[config.mk]
export PLATFORM = sky130hd
export DESIGN_NAME = cmp_minmax_seq
export DESIGN_NICKNAME = d
export VERILOG_FILES = /design/src/rtl/cmp_pkg.sv /design/src/rtl/mag_cmp.sv /design/src/rtl/cmp_minmax_seq.sv
export SDC_FILE = /design/constraint.sdc
export NUM_CORES = 1
export LEC_CHECK = 0
export BUFFER_PORTS_ARGS = -buffer_cell sky130_fd_sc_hd__buf_2
export CAP_MARGIN = 25
export CORE_ASPECT_RATIO = 1.2
export CORE_MARGIN = 2
export CORE_UTILIZATION = 25
export CTS_BUF_LIST = sky130_fd_sc_hd__clkbuf_4 sky130_fd_sc_hd__clkbuf_8 sky130_fd_sc_hd__clkbuf_16
export CTS_CLUSTER_DIAMETER = 150
export DETAILED_ROUTE_END_ITERATION = 8
export PLACE_DENSITY = 0.41
export REMOVE_ABC_BUFFERS = 1
export SLEW_MARGIN = 20
export SYNTH_ARGS = -nofsm -noshare
export SYNTH_HDL_FRONTEND = slang
export SYNTH_HIERARCHICAL = 1
export SYNTH_SLANG_ARGS = --single-unit
[constraint.sdc]
create_clock -name clk -period 4.1 [get_ports clk]
set_input_delay 0.615 -clock clk [delete_from_list [all_inputs] [get_ports clk]]
set_output_delay 0.615 -clock clk [all_outputs]
set_load 0.01 [all_outputs]
[src/rtl/cmp_pkg.sv]
// Shared definitions for the sequential min/max tracker: default widths and
// the FSM state encoding used by cmp_minmax_seq.
package cmp_pkg;

  localparam int DATA_W_DEF = 8;
  localparam int CNT_W_DEF  = 8;

  typedef enum logic [2:0] {
    ST_IDLE    = 3'd0,
    ST_ACCEPT  = 3'd1,
    ST_CMP_MAX = 3'd2,
    ST_CMP_MIN = 3'd3,
    ST_DONE    = 3'd4
  } state_e;

endpackage : cmp_pkg

[src/rtl/mag_cmp.sv]
// Unsigned W-bit magnitude comparator with one-hot greater/equal/less outputs.
module mag_cmp #(
  parameter int W = 8
) (
  input  logic [W-1:0] a_i,
  input  logic [W-1:0] b_i,
  output logic         agtb_o,
  output logic         aeqb_o,
  output logic         altb_o
);

  // Pure combinational compare; exactly one output is high for known inputs.
  always_comb begin
    agtb_o = (a_i > b_i);
    aeqb_o = (a_i == b_i);
    altb_o = (a_i < b_i);
  end

endmodule : mag_cmp

[src/rtl/cmp_minmax_seq.sv]
// Sequential min/max tracker. Samples arrive over a valid/ready handshake;
// one shared magnitude comparator is used first against the running maximum
// and then against the running minimum. Max, min and a saturating sample
// count are reported at end of frame with a one-cycle done pulse.
//
// Optional build macro MINMAX_INDEX_EN adds max_idx/min_idx outputs holding
// the 0-based position of the first sample that holds the frame max/min.
module cmp_minmax_seq
  import cmp_pkg::*;
#(
  parameter int DATA_W = DATA_W_DEF,
  parameter int CNT_W  = CNT_W_DEF
) (
  input  logic              clk,
  input  logic              rst,
  input  logic              start,
  input  logic [DATA_W-1:0] din,
  input  logic              din_valid,
  output logic              din_ready,
  input  logic              din_last,
  output logic [DATA_W-1:0] max_out,
  output logic [DATA_W-1:0] min_out,
  output logic [CNT_W-1:0]  count,
  output logic              busy,
  output logic              done
`ifdef MINMAX_INDEX_EN
  ,
  output logic [CNT_W-1:0]  max_idx,
  output logic [CNT_W-1:0]  min_idx
`endif
);

  state_e state_q, state_d;

  logic [DATA_W-1:0] max_q, max_d;
  logic [DATA_W-1:0] min_q, min_d;
  logic [DATA_W-1:0] s_q, s_d;
  logic              last_q, last_d;
  logic              first_q, first_d;
  logic [CNT_W-1:0]  cnt_q, cnt_d;
  logic [CNT_W-1:0]  cnt_inc;
  logic              ready_q, busy_q, done_q;

`ifdef MINMAX_INDEX_EN
  logic [CNT_W-1:0]  s_idx_q, s_idx_d;
  logic [CNT_W-1:0]  max_idx_q, max_idx_d;
  logic [CNT_W-1:0]  min_idx_q, min_idx_d;
`endif

  logic [DATA_W-1:0] cmp_b;
  logic              agtb, aeqb, altb;
  logic              upd_max, upd_min;

  // Comparator B operand: running minimum during CMP_MIN, running maximum otherwise.
  assign cmp_b = (state_q == ST_CMP_MIN) ? min_q : max_q;

  mag_cmp #(.W(DATA_W)) u_mag_cmp (
    .a_i    (s_q),
    .b_i    (cmp_b),
    .agtb_o (agtb),
    .aeqb_o (aeqb),
    .altb_o (altb)
  );

  // An equal sample explicitly holds the tracked value, so the first
  // occurrence of an extreme keeps its index.
  assign upd_max = agtb & ~aeqb;
  assign upd_min = altb & ~aeqb;

  // Saturating increment: the count sticks at all-ones instead of wrapping.
  assign cnt_inc = (&cnt_q) ? cnt_q : cnt_q + CNT_W'(1);

  // Next-state and datapath decode for the frame FSM.
  always_comb begin
    // NOTE: every variable gets a default here so no path leaves it unassigned; otherwise a latch is inferred.
    state_d = state_q;
    max_d   = max_q;
    min_d   = min_q;
    s_d     = s_q;
    last_d  = last_q;
    first_d = first_q;
    cnt_d   = cnt_q;
`ifdef MINMAX_INDEX_EN
    s_idx_d   = s_idx_q;
    max_idx_d = max_idx_q;
    min_idx_d = min_idx_q;
`endif

    unique case (state_q)
      ST_IDLE: begin
        if (start) begin
          cnt_d   = '0;
          first_d = 1'b1;
          state_d = ST_ACCEPT;
        end
      end

      ST_ACCEPT: begin
        if (din_valid) begin
          s_d    = din;
          last_d = din_last;
          cnt_d  = cnt_inc;
`ifdef MINMAX_INDEX_EN
          s_idx_d = cnt_inc - CNT_W'(1);
`endif
          if (first_q) begin
            first_d = 1'b0;
            max_d   = din;
            min_d   = din;
`ifdef MINMAX_INDEX_EN
            max_idx_d = '0;
            min_idx_d = '0;
`endif
            state_d = din_last ? ST_DONE : ST_ACCEPT;
          end else begin
            state_d = ST_CMP_MAX;
          end
        end
      end

      ST_CMP_MAX: begin
        if (upd_max) begin
          max_d = s_q;
`ifdef MINMAX_INDEX_EN
          max_idx_d = s_idx_q;
`endif
        end
        state_d = ST_CMP_MIN;
      end

      ST_CMP_MIN: begin
        if (upd_min) begin
          min_d = s_q;
`ifdef MINMAX_INDEX_EN
          min_idx_d = s_idx_q;
`endif
        end
        state_d = last_q ? ST_DONE : ST_ACCEPT;
      end

      ST_DONE: begin
        state_d = ST_IDLE;
      end

      default: begin
        state_d = ST_IDLE;
      end
    endcase
  end

  // State and output registers; handshake/status outputs are decoded from the
  // next state so they come straight out of flops.
  always_ff @(posedge clk) begin
    if (rst) begin
      state_q <= ST_IDLE;
      max_q   <= '0;
      min_q   <= '0;
      s_q     <= '0;
      last_q  <= 1'b0;
      first_q <= 1'b0;
      cnt_q   <= '0;
      ready_q <= 1'b0;
      busy_q  <= 1'b0;
      done_q  <= 1'b0;
`ifdef MINMAX_INDEX_EN
      s_idx_q   <= '0;
      max_idx_q <= '0;
      min_idx_q <= '0;
`endif
    end else begin
      // NOTE: non-blocking assignments so every flop samples pre-edge values regardless of statement order.
      state_q <= state_d;
      max_q   <= max_d;
      min_q   <= min_d;
      s_q     <= s_d;
      last_q  <= last_d;
      first_q <= first_d;
      cnt_q   <= cnt_d;
      ready_q <= (state_d == ST_ACCEPT);
      busy_q  <= (state_d != ST_IDLE);
      done_q  <= (state_d == ST_DONE);
`ifdef MINMAX_INDEX_EN
      s_idx_q   <= s_idx_d;
      max_idx_q <= max_idx_d;
      min_idx_q <= min_idx_d;
`endif
    end
  end

  assign din_ready = ready_q;
  assign busy      = busy_q;
  assign done      = done_q;
  assign max_out   = max_q;
  assign min_out   = min_q;
  assign count     = cnt_q;
`ifdef MINMAX_INDEX_EN
  assign max_idx   = max_idx_q;
  assign min_idx   = min_idx_q;
`endif

endmodule : cmp_minmax_seq

* Word-level counts from Yosys, hierarchy flattened
Cells that the tools add are included.
** Storage, ports and cells
- Register bits :: 40
- Bits in latches :: 0
- RAM bits :: 0
- ROM bits :: 0
- Input port bits :: 13
- Output and inout port bits :: 27
- Word-level logic and storage cells :: 59
- Memories kept :: 0
** Operators by class
- Add/subtract/negate cells :: 1
- $mul :: 0
- Divide/modulo/power cells :: 0
- Magnitude comparators :: 2
- Eq/ne operators :: 12
- Shift-type cells :: 0
- Muxes and demuxes :: 20
- Bitwise operators :: 3
- Reductions and logical operators :: 11
** Operators with widths (number)
- $mux W8 :: 8
- $pmux W8 S2 :: 3
- $mux W3 :: 5
- $ne A2 B2 Y1 const B :: 6
- $pmux W3 S4 :: 1
- $reduce_and A4 Y1 :: 3
- $add A8 B1 Y8 const B :: 1
- $eq A8 B8 Y1 :: 1
- $gt A8 B8 Y1 :: 1
- $lt A8 B8 Y1 :: 1
- $reduce_and A8 Y1 :: 1
- $eq A3 B1 Y1 const B :: 2
- $eq A3 B2 Y1 const B :: 2
- $reduce_bool A2 Y1 :: 3
- $eq A3 B3 Y1 const B :: 1
- $logic_not A3 Y1 :: 1
- $reduce_and A3 Y1 :: 1
- $reduce_bool A3 Y1 :: 1
- $and A1 B1 Y1 :: 2
- $mux W1 :: 2
- $pmux W1 S2 :: 1
- $reduce_and A2 Y1 :: 1
- $not A1 Y1 :: 1

* Depth between registers and ports, before layout
Gate-level depths: netlist (run 1).
- Depth in word-level cells :: 7
- Mapped depth :: 16
- Mapped depth without buffers :: 12

* By module
The synthesis (run 1) kept the hierarchy.
** By module, submodules not included
- cmp_minmax_seq :: instances 1, cells each 214, area an instance 1909.3 um^2, seq. area each 800.8 um^2
- mag_cmp :: instances 1, cells each 29, area an instance 225.2 um^2, seq. area each 0.0 um^2

* Worst setup path after synthesis (run 1)
OpenSTA, ideal clock, no wires.
- Path kind :: flip-flop to flip-flop
- Start :: register state_q[2]
- End :: register min_q[5], in the netlist min_out[5]
- Setup time :: 0.079 ns
- Arrival :: 2.956 ns
- Data required time :: 4.021 ns
- Setup slack :: 1.064 ns
- Cell stages (with the launch flop) :: 17
- Cell sequence :: dfxtp_1 > buf_4 > nand3b_1 > buf_2 > buf_2 > mux2_2 > inv_1 > ha_1 > nor2b_4 > o211ai_2 > a21oi_2 > nor2_1 > nand3b_1 > a211oi_4 > buf_4 > nor2_1 > a211oi_2
** On the way
- Elaborated cells between the ends (all ways) :: 13
- Those cells by class :: order compare (1); eq/ne (6); mux (2); bitwise (2); reduce/logical (2)
** RTL lines
- start: declaration :: RTL line cmp_minmax_seq.sv:33 : state_e state_q, state_d;
- start signal: assignment :: RTL line cmp_minmax_seq.sv:172 : state_q <= state_d;
- $eq A3 B2 Y1 :: RTL line cmp_minmax_seq.sv:55 : assign cmp_b = (state_q == ST_CMP_MIN) ? min_q : max_q;
- $mux W8 :: RTL line cmp_minmax_seq.sv:55
- named net cmp_b[1] :: RTL line cmp_minmax_seq.sv:50 : logic [DATA_W-1:0] cmp_b;
- $lt A8 B8 Y1 :: RTL line mag_cmp.sv:16 : altb_o = (a_i < b_i);
- named net altb :: RTL line cmp_minmax_seq.sv:51 : logic agtb, aeqb, altb;
- $and A1 B1 Y1 :: RTL line cmp_minmax_seq.sv:68 : assign upd_min = altb & ~aeqb;
- $ne A2 B2 Y1 (no line)
- $reduce_and A4 Y1 (no line)
- end signal: assignment :: RTL line cmp_minmax_seq.sv:174 : min_q <= min_d;
- end: declaration :: RTL line cmp_minmax_seq.sv:36 : logic [DATA_W-1:0] min_q, min_d;
The timed path passes the listed nets, and every way through them passes these cells.
A chain may end at the register's enable or synchronous reset.

* Worst setup path in the final report (run 1)
- Start :: register state_q[1]
- End :: register max_q[6], in the netlist max_out[6]
** On the way
- Elaborated cells between the ends (all ways) :: 14
- Those cells by class :: order compare (1); eq/ne (7); mux (2); bitwise (2); reduce/logical (2)
** RTL lines
- $eq A3 B2 Y1 :: RTL line cmp_minmax_seq.sv:55
- $mux W8 :: RTL line cmp_minmax_seq.sv:55
- named net cmp_b[6] :: RTL line cmp_minmax_seq.sv:50
- $gt A8 B8 Y1 :: RTL line mag_cmp.sv:14 : agtb_o = (a_i > b_i);
- named net agtb :: RTL line cmp_minmax_seq.sv:51
- $and A1 B1 Y1 :: RTL line cmp_minmax_seq.sv:67 : assign upd_max = agtb & ~aeqb;
- $ne A2 B2 Y1 (no line)
- $reduce_and A4 Y1 (no line)
- end signal: assignment :: RTL line cmp_minmax_seq.sv:173 : max_q <= max_d;
- end: declaration :: RTL line cmp_minmax_seq.sv:35 : logic [DATA_W-1:0] max_q, max_d;
The timed path passes the listed nets, and every way through them passes these cells.

==> results of run 1 <==
## routing by layer
metal	track usage	up-vias
li1	-	945
met1	0.178	806
met2	0.194	32
met3	0.0282	5
met4	0.0260	0
met5	0	-
## power groups by stage
stage | clock network, W | registers, W | logic [W]
after CTS | 0.000252 | 0.000432 | 0.000184
final | 0.000240 | 0.000432 | 0.000179
after floorplan | 0 | 0.000442 | 0.000119
after detailed placement | 0 | 0.000441 | 0.000183
after global placement | 0 | 0.000442 | 0.000183
after global routing | 0.000266 | 0.000436 | 0.000204
## cell type report
class / count / area share
Sequential cell: 40 / 0.317
Inverter: 13 / 0.0193
Clock buffer: 5 / 0.0273
Timing Repair Buffer: 45 / 0.0952
Multi-Input combinational cell: 178 / 0.484
Tap cell: 114 / 0.0565
## path summary, 6_finish.rpt
| path | startpoint | endpoint | depth (start not counted) | slack, ps |
|---|---|---|---|---|
| max | state_q[1]$_SDFF_PP0_ | max_out[6]$_SDFFE_PP0P_ | 12 | 540 |
| min | last_q$_SDFFE_PP0P_ | last_q$_SDFFE_PP0P_ | 2 | 480 |
| max reg2reg | state_q[1]$_SDFF_PP0_ | max_out[6]$_SDFFE_PP0P_ | 12 | 540 |
| min reg2reg | last_q$_SDFFE_PP0P_ | last_q$_SDFFE_PP0P_ | 2 | 480 |
## registers in the layout, indices dropped and copies added (netlist names)
register and count:
s_q 8, last_q 1, min_out 8, done 1, first_q 1, max_out 8, count 8, state_q 3
busy 1, din_ready 1
## worst max-delay path: cells and delay by family (launching register included)
| kind | cells | cell delay, ps |
|---|---|---|
| adder cells (fa/ha/maj) | 1 | 290 |
| AO/OA/AOI/OAI | 4 | 1230 |
| multiplexers | 1 | 210 |
| flip-flops | 1 | 570 |
| AND/OR/NAND/NOR | 4 | 790 |
| buffers and inverters | 2 | 370 |
## through the flow
step	setup slack (ps)	hold slack (ps)	power (W)
floorplan	874	443	0.000562
global route	89.7	514	0.000906
global placement	567	479	0.000625
finish	544	481	0.000852
CTS	425	487	0.000869
detailed placement	495	471	0.000624
## cell families after synthesis
group                    Yosys count  synth area share
buffers and inverters             25            0.0522
AND/OR/NAND/NOR                   84             0.203
flip-flops                        40             0.375
AO/OA/AOI/OAI                     60             0.195
adder cells (fa/ha/maj)            9            0.0528
multiplexers                      25             0.122
## cells in the final DEF, fill, tap and decap left out, types with 2 or more instances in the layout
cell type                   instances
sky130_fd_sc_hd__o21a_1             2
sky130_fd_sc_hd__a21oi_2            2
sky130_fd_sc_hd__nor2_1            26
sky130_fd_sc_hd__nand3b_1           3
sky130_fd_sc_hd__or3_1              2
sky130_fd_sc_hd__buf_2             39
sky130_fd_sc_hd__and2_1             2
sky130_fd_sc_hd__nand3_1            8
sky130_fd_sc_hd__nand4bb_1          2
sky130_fd_sc_hd__nand4_1            2
sky130_fd_sc_hd__o21ai_0            6
sky130_fd_sc_hd__ha_1               9
sky130_fd_sc_hd__nand2_1           28
sky130_fd_sc_hd__dfxtp_1           40
sky130_fd_sc_hd__mux2i_1           17
sky130_fd_sc_hd__mux2_2             8
sky130_fd_sc_hd__a21oi_1           19
sky130_fd_sc_hd__clkbuf_8           5
sky130_fd_sc_hd__a211oi_1          14
sky130_fd_sc_hd__a211oi_2           2
sky130_fd_sc_hd__buf_4              6
sky130_fd_sc_hd__a31oi_1            5
sky130_fd_sc_hd__o22ai_1            2
sky130_fd_sc_hd__inv_1             12
==> run summary, run 1 <==
At the end of the flow the core is filled with cells to 0.308. The die span in x came out at around 88 um. TritonCTS built the clock tree. Counting along the longest clock path gives a buffer depth of 2. In this run, synthesis inferred 0 flip-flops with an integrated enable.

Dividing the detail-routed wire length by the instance count gives around 14 um. The initial antenna violation count came out at 0. The multi-input combinational cells in the finished layout cover a total of between 1000 and 1500 um^2.

The commonest cells after synthesis are 40 x sky130_fd_sc_hd__dfxtp_1, 28 x sky130_fd_sc_hd__nand2_1, 26 x sky130_fd_sc_hd__nor2_1, 19 x sky130_fd_sc_hd__a21oi_1, 17 x sky130_fd_sc_hd__mux2i_1. The time the worst path needs with I/O delays and setup came out at between 3000 and 4000 ps. The sequential cells in the finished layout cover a total of ~800 um^2. The area of the die is ~9300 um^2. Walking the worst path, the cells encountered are nand3b_1 -> buf_4 -> mux2_2 -> inv_1 -> ha_1 -> nand2_1 -> o21ai_0 -> o21ba_1 -> nand4bb_1 -> a21oi_2 -> nor2_1 -> a211oi_1.

The layout has between 900 and 1k filler cells. Summed over all nets, wire length on met2 after detailed routing comes to between 2 and 2.5 mm. The number of standard cells in the layout, taps in and fillers out is 395. The worst path required time came out at approximately 4300 ps. The synthesized netlist cell count came out at roughly 240.

The number of violations reported at the end of detailed-routing iteration 0 is ~60. The power share of the sequential group is 0.507. The highest ir drop seen on vdd is ~0.00013 V. At the pin with the least slew margin, the transition time is roughly 740 ps. The insertion delay to the later sink of the worst-skew pair is approximately 290 ps. The final net count came out at around 310.

The cell area after placement is 2450 um^2. The final count of pins violating max slew came to 0. The number of failing setup endpoints in the final timing report came out at 0. The finished cells cover between 2000 and 3000 um^2.

Once detail routing completed, the nets flagged for antenna violations numbered 0. Of the cells placed in the final design, the portion with a size suffix greater than 1 is 0.253. The hold violation total from the final report is 0.

The power per cell area came out at 337 nW/um^2. Along the worst path, the maximum fanout reaches 16. The global placement routability congestion is ~0.7. From bottom edge to top edge, the die measures between 100 and 150 um. The most common cell in the netlist is sky130_fd_sc_hd__dfxtp_1. The setup total negative slack came out at 0 ps. The worst setup path is of the flop to flop kind. The detailed-routing wirelength on met1 is between 2 and 3 mm. Of the synthesized area, sequential elements account for 0.375. The quantity of gates resized following cts is 0. The net switching power is between 0.0002 and 0.00025 W. The number of post-CTS setup repair buffers came out at 0. Relative to the synthesized area, the layout overhead comes to 18.2%.

The share of total power dissipated in the clock network is 0.282. Summed over all nets, wire length on met3 after detailed routing comes to roughly 210 um. The final route contains about 1.8k vias. The tree is rooted in a sky130_fd_sc_hd__clkbuf_8. The maximum clock skew at final layout is 2.81 ps. The sum of net half-perimeters after detailed placement came out at approximately 3.9 mm. The ratio of final minimum period to clock period came out at 0.867. The largest net degree at the start of global routing is 28. Across the run, the number of max-cap violations was 0. The quantity of hold-fixing buffers added after cts is 0. The fraction of synthesis flops using an asynchronous set or reset pin came out at 0. Ranked by total cell area, the synthesized netlist is headed by sky130_fd_sc_hd__dfxtp_1 38%, sky130_fd_sc_hd__mux2i_1 8.0%, sky130_fd_sc_hd__ha_1 5.3%. After synthesis the cells add up to 2130 um^2. The number of warning messages in the yosys log is 6. The count of different cell masters after synthesis came out at 44. In the routed design, unresolved DRC markers number 0. In this run the core area contains 36 standard-cell rows. The pre-antenna-repair detailed-routing pass consisted of 4 iterations. The tightest slew margin relative to the limit is 0.505. The CTS buffer count is 5.

The mean instance size in the synthesized netlist is 8.78 um^2. The worst setup path is captured at a flop. Setup repair after global routing left no endpoint under its margin. The number of input and output port buffers inserted is 39.

The number of cells after detailed placement is 390. STA classifies the critical path startpoint as a flop. The number of global-route vias before repair was between 1.5k and 2k.

The standby leakage power came out at ~1.0 nW. The count of H-tree levels built during CTS is 2. The effective utilization at floorplan came out at 0.260. The total wirelength of the detailed-routed design is about 5.4 mm. Derived from the worst setup path, the maximum achievable clock frequency is ~280 MHz. The average vias per placed instance is around 4.5. In this design, the stage delay of the slowest critical-path cell is between 600 and 700 ps. The clock sink count is 40.

The top-area cell type share of the netlist area came out at 0.375. The internal portion of the total power is approximately 0.0006 W. The most used flip-flop cell after synthesis is sky130_fd_sc_hd__dfxtp_1. The count of antenna diodes in the layout came out at 0. The cell taking the most area after synthesis is sky130_fd_sc_hd__dfxtp_1. The highest metal layer carrying signal wires in the routed design is met4.

The first-pass GRT wire length came out at just over 9 mm. The total track usage is 0.125. Of the total power, the share spent switching nets is 0.293. The number of synthesized register bits came out at 40. The run finished with clean final reports. The region available for standard cell placement spans 8200 um^2. The data arrival time of the critical path is between 3000 and 4000 ps.

The min-delay analysis places its worst path in the category flop to flop. Of the total power, combinational logic draws 0.211. Clock-pin slew was measured on the worst setup and hold paths at roughly 70 ps. The I/O pin total came out at 40. The remaining global-route overflow came out at 0.

The slowest stage of the critical path is the sky130_fd_sc_hd__a21oi_2 cell.
Power figures use the tool's default switching activity.
==> run 2: changes to the inputs <==
--- a/config.mk
+++ b/config.mk
@@ -5,10 +5,11 @@
 export SDC_FILE = /design/constraint.sdc
 export NUM_CORES = 1
 export LEC_CHECK = 0
+export ABC_AREA = 1
 export BUFFER_PORTS_ARGS = -buffer_cell sky130_fd_sc_hd__buf_2
 export CAP_MARGIN = 25
 export CORE_ASPECT_RATIO = 1.2
-export CORE_MARGIN = 2
+export CORE_MARGIN = 1.5
 export CORE_UTILIZATION = 25
 export CTS_BUF_LIST = sky130_fd_sc_hd__clkbuf_4 sky130_fd_sc_hd__clkbuf_8 sky130_fd_sc_hd__clkbuf_16
 export CTS_CLUSTER_DIAMETER = 150
==> constraint.sdc (replaced) <==
create_clock -name clk -period 3.6 [get_ports clk]
set_input_delay 0.54 -clock clk [delete_from_list [all_inputs] [get_ports clk]]
set_output_delay 0.54 -clock clk [all_outputs]
set_load 0.01 [all_outputs]
==> run summary, run 2 <==
The flow ran to the end, and the final reports show no timing, DRC or antenna violations. The setup total negative slack came out at 0 ps (unchanged). The total of fill cells in the finished design was 1027 (+9.8%). The number of violations reported at the end of detailed-routing iteration 0 is 73 (+24%). The floorplan core area was 8990 um^2 (+9.6%). The worst-path maximum fanout was 33 (+17). The number of standard cells in the layout, taps in and fillers out came out at 498 (+26%).

The number of antenna-violating nets in the routed design is 0 (unchanged). The core occupancy in the finished layout came out at 0.297 (-0.0111). The number of failing setup endpoints in the final timing report is 0 (unchanged). The count of H-tree levels built during CTS came out at 2 (unchanged). The tightest slew margin relative to the limit came out at 0.447 (-0.0578). The post-synthesis instance area is 2290 um^2 (+7.5%). The area of the die is 9770 um^2 (+5.0%). The remaining global-route overflow is 0 (unchanged). The area used by multi-input combinational logic came to 1220 um^2 (-0.10%). The sort of element at the start of the critical path is a flop. The average vias per placed instance is 4.37 (-3.4%). The global placement routability congestion came out at 0.767 (+11%).

The area added between synthesis and finish came out at 16.2%. The CTS buffer count came out at 5 (unchanged). The maximum clock skew at final layout is 4.50 ps (+1.68 ps). Leaving out fill and tap cells, the most frequent cell in the layout is sky130_fd_sc_hd__nand2_1. The fraction of layout instances using a drive strength above 1 is 0.183 (-0.0701). The worst setup path is of the flop to flop kind. The average routed wire per standard cell came out at 12.2 um (-11%). The cell sitting at the root of the clock tree is a sky130_fd_sc_hd__clkbuf_8. The most common cell in the netlist is sky130_fd_sc_hd__nand2_1. The overall die height came out at 108 um (+2.6%). The min-delay analysis places its worst path in the category flop to flop.

The sum of net half-perimeters after detailed placement came out at 4.41 mm (+15%). The worst hold-check slack is 464 ps (-16.9 ps). The synthesized netlist cell count came out at 343 (+41%).

The hold violation total from the final report is 0 (unchanged). The worst path required time came out at 3790 ps (-520 ps). The final count of pins violating max slew is 0 (unchanged). The clock sink count came out at 40 (unchanged).

The die span in x came out at 90.5 um (+2.4%). The power per cell area is 428 nW/um^2 (+27%). The area taken by flip-flops and latches is 801 um^2 (unchanged). sky130_fd_sc_hd__dfxtp_1 takes more of the synthesized area than any other cell. The top-area cell type share of the netlist area is 0.349 (-0.0262). The initial antenna violation count came out at 0 (unchanged). The quantity of gates resized following cts is 0 (unchanged). The fraction of synthesis flops using an asynchronous set or reset pin was 0 (unchanged). The routed via count came to 2178 (+22%). The DRC violations left is 0 (unchanged). The final net count is 400 (+31%). The mean instance size in the synthesized netlist was 6.69 um^2 (-24%). The effective utilization at floorplan was 0.255 (-0.00502). The number of rows in the core area came out at 38 (+5.6%). The data arrival time of the critical path was 3070 ps (-690 ps). The count of flip-flops with a built-in enable after synthesis came out at 0 (unchanged). The standby leakage power is 1.22 nW (+18%). The count of different cell masters after synthesis is 29 (-34%). The number of synthesized register bits came out at 40 (unchanged).

The clock transition time at the flip-flop clock pins of the worst setup and hold paths is 80 ps (about the same). The number of input and output port buffers inserted is 39 (unchanged). Counting instances in the post-synthesis netlist gives the leading cell types as 82 x sky130_fd_sc_hd__nand2_1, 50 x sky130_fd_sc_hd__inv_1, 40 x sky130_fd_sc_hd__dfxtp_1, 36 x sky130_fd_sc_hd__a21oi_1. The total wirelength of the detailed-routed design came out at 6.10 mm (+12%). Setup repair after global routing left no endpoint under its margin. The portion of the post-synthesis area used by sequential elements is 0.349 (-0.0262). The number of global-route vias before repair is 2013 (+9.1%). The number of post-CTS setup repair buffers is 0 (unchanged). In the layout the commonest cells are 82 x sky130_fd_sc_hd__nand2_1, 50 x sky130_fd_sc_hd__inv_1, 40 x sky130_fd_sc_hd__dfxtp_1. The detailed-router iteration count before antenna repair is 4 (unchanged). The count of antenna diodes in the layout was 0 (unchanged).

In the synthesized netlist the dominant register cell turns out to be sky130_fd_sc_hd__dfxtp_1. The highest ir drop seen on vdd was 0.000204 V (+55%). The max-capacitance violation count came to 0 (unchanged). The first-pass GRT wire length is 9.99 mm (+6.9%).

The time the worst path needs with I/O delays and setup was 2880 ps (-677 ps). The post-layout total power is 0.00114 W (+34%). After synthesis, the cell types taking the most area are sky130_fd_sc_hd__dfxtp_1 35%, sky130_fd_sc_hd__nand2_1 13%, sky130_fd_sc_hd__inv_1 8.2%. The slew of the pin with the lowest slew margin is 828 ps (+85.8 ps). The number of cells after detailed placement came to 491 (+26%). The ratio of final minimum period to clock period came out at 0.800 (-0.0675). The insertion delay to the later sink of the worst-skew pair came out at 300 ps (about the same). The largest net degree at the start of global routing came out at 34 (+21%). The quantity of hold-fixing buffers added after cts came out at 0 (unchanged). The number of warning messages in the yosys log is 6 (unchanged). TritonCTS built the clock tree. The worst setup path is captured at a flop.

The number of buffers on the longest clock path is 2 (unchanged). The I/O pin total came out at 40 (unchanged). The total track usage came to 0.129 (+0.00356). The maximum clock rate was 347 MHz (+23%).
-- run 2: final timing paths --
check | startpoint | endpoint | slack (ps) | cells past startpoint
max | state_q[1]$_SDFF_PP0_ | min_out[7]$_SDFFE_PP0P_ | 720 | 12
min | min_out[3]$_SDFFE_PP0P_ | min_out[3]$_SDFFE_PP0P_ | 460 | 2
max reg2reg | state_q[1]$_SDFF_PP0_ | min_out[7]$_SDFFE_PP0P_ | 720 | 12
min reg2reg | min_out[3]$_SDFFE_PP0P_ | min_out[3]$_SDFFE_PP0P_ | 460 | 2
-- run 2: layer usage --
| metal | wire, um | up-vias | track usage |
|---|---|---|---|
| met4 | 79 | 0 | 0.0408 |
| met3 | 223 | 6 | 0.0225 |
| li1 | - | 1173 | - |
| met5 | 0 | - | 0 |
| met1 | 2850 | 962 | 0.160 |
| met2 | 2950 | 37 | 0.227 |
-- run 2: worst max-delay path, stage by stage (launching register included) --
cell and delay, ps:
sky130_fd_sc_hd__dfxtp_1 540, sky130_fd_sc_hd__nand2_2 420, sky130_fd_sc_hd__o21ai_0 270, sky130_fd_sc_hd__inv_1 60, sky130_fd_sc_hd__ha_1 300, sky130_fd_sc_hd__a21o_1 200, sky130_fd_sc_hd__nor2_2 130, sky130_fd_sc_hd__and2_1 130
sky130_fd_sc_hd__nand2_1 50, sky130_fd_sc_hd__a21oi_1 210, sky130_fd_sc_hd__nand2_4 190, sky130_fd_sc_hd__o21ai_0 200, sky130_fd_sc_hd__a21oi_1 50
-- run 2: kinds of logic (layout without fill, tap and decap cells) --
logic type / count (synthesis) / in the layout / synth area share
simple gates: 149 / 149 / 0.304
compound gates: 80 / 80 / 0.179
buf+inv: 65 / 100 / 0.119
flops: 40 / 40 / 0.349
fa+ha+maj: 9 / 9 / 0.0491
-- run 2: layout make-up --
cell class	count	share of cell area
inverter	54	0.0760
timing repair buffer	39	0.0732
multi-input combinational	238	0.458
tap	120	0.0563
clock buffer	7	0.0361
sequential	40	0.300
-- run 2: stage by stage --
| stage | setup WS, ps | instance area [um^2] |
|---|---|---|
| final | 721 | 2670 |
| after global routing | 404 | 2670 |
| after CTS | 697 | 2670 |
| after detailed placement | 716 | 2570 |
| after global placement | 718 | 2570 |
| after floorplan | 1120 | 2220 |
-- run 2: report_power, final --
group / internal [W] / total [W] / switching, W
registers: 0.000479 / 0.000507 / 0.0000280
logic: 0.000109 / 0.000303 / 0.000195
clock network: 0.000171 / 0.000330 / 0.000159
total: 0.000759 / 0.00114 / 0.000381
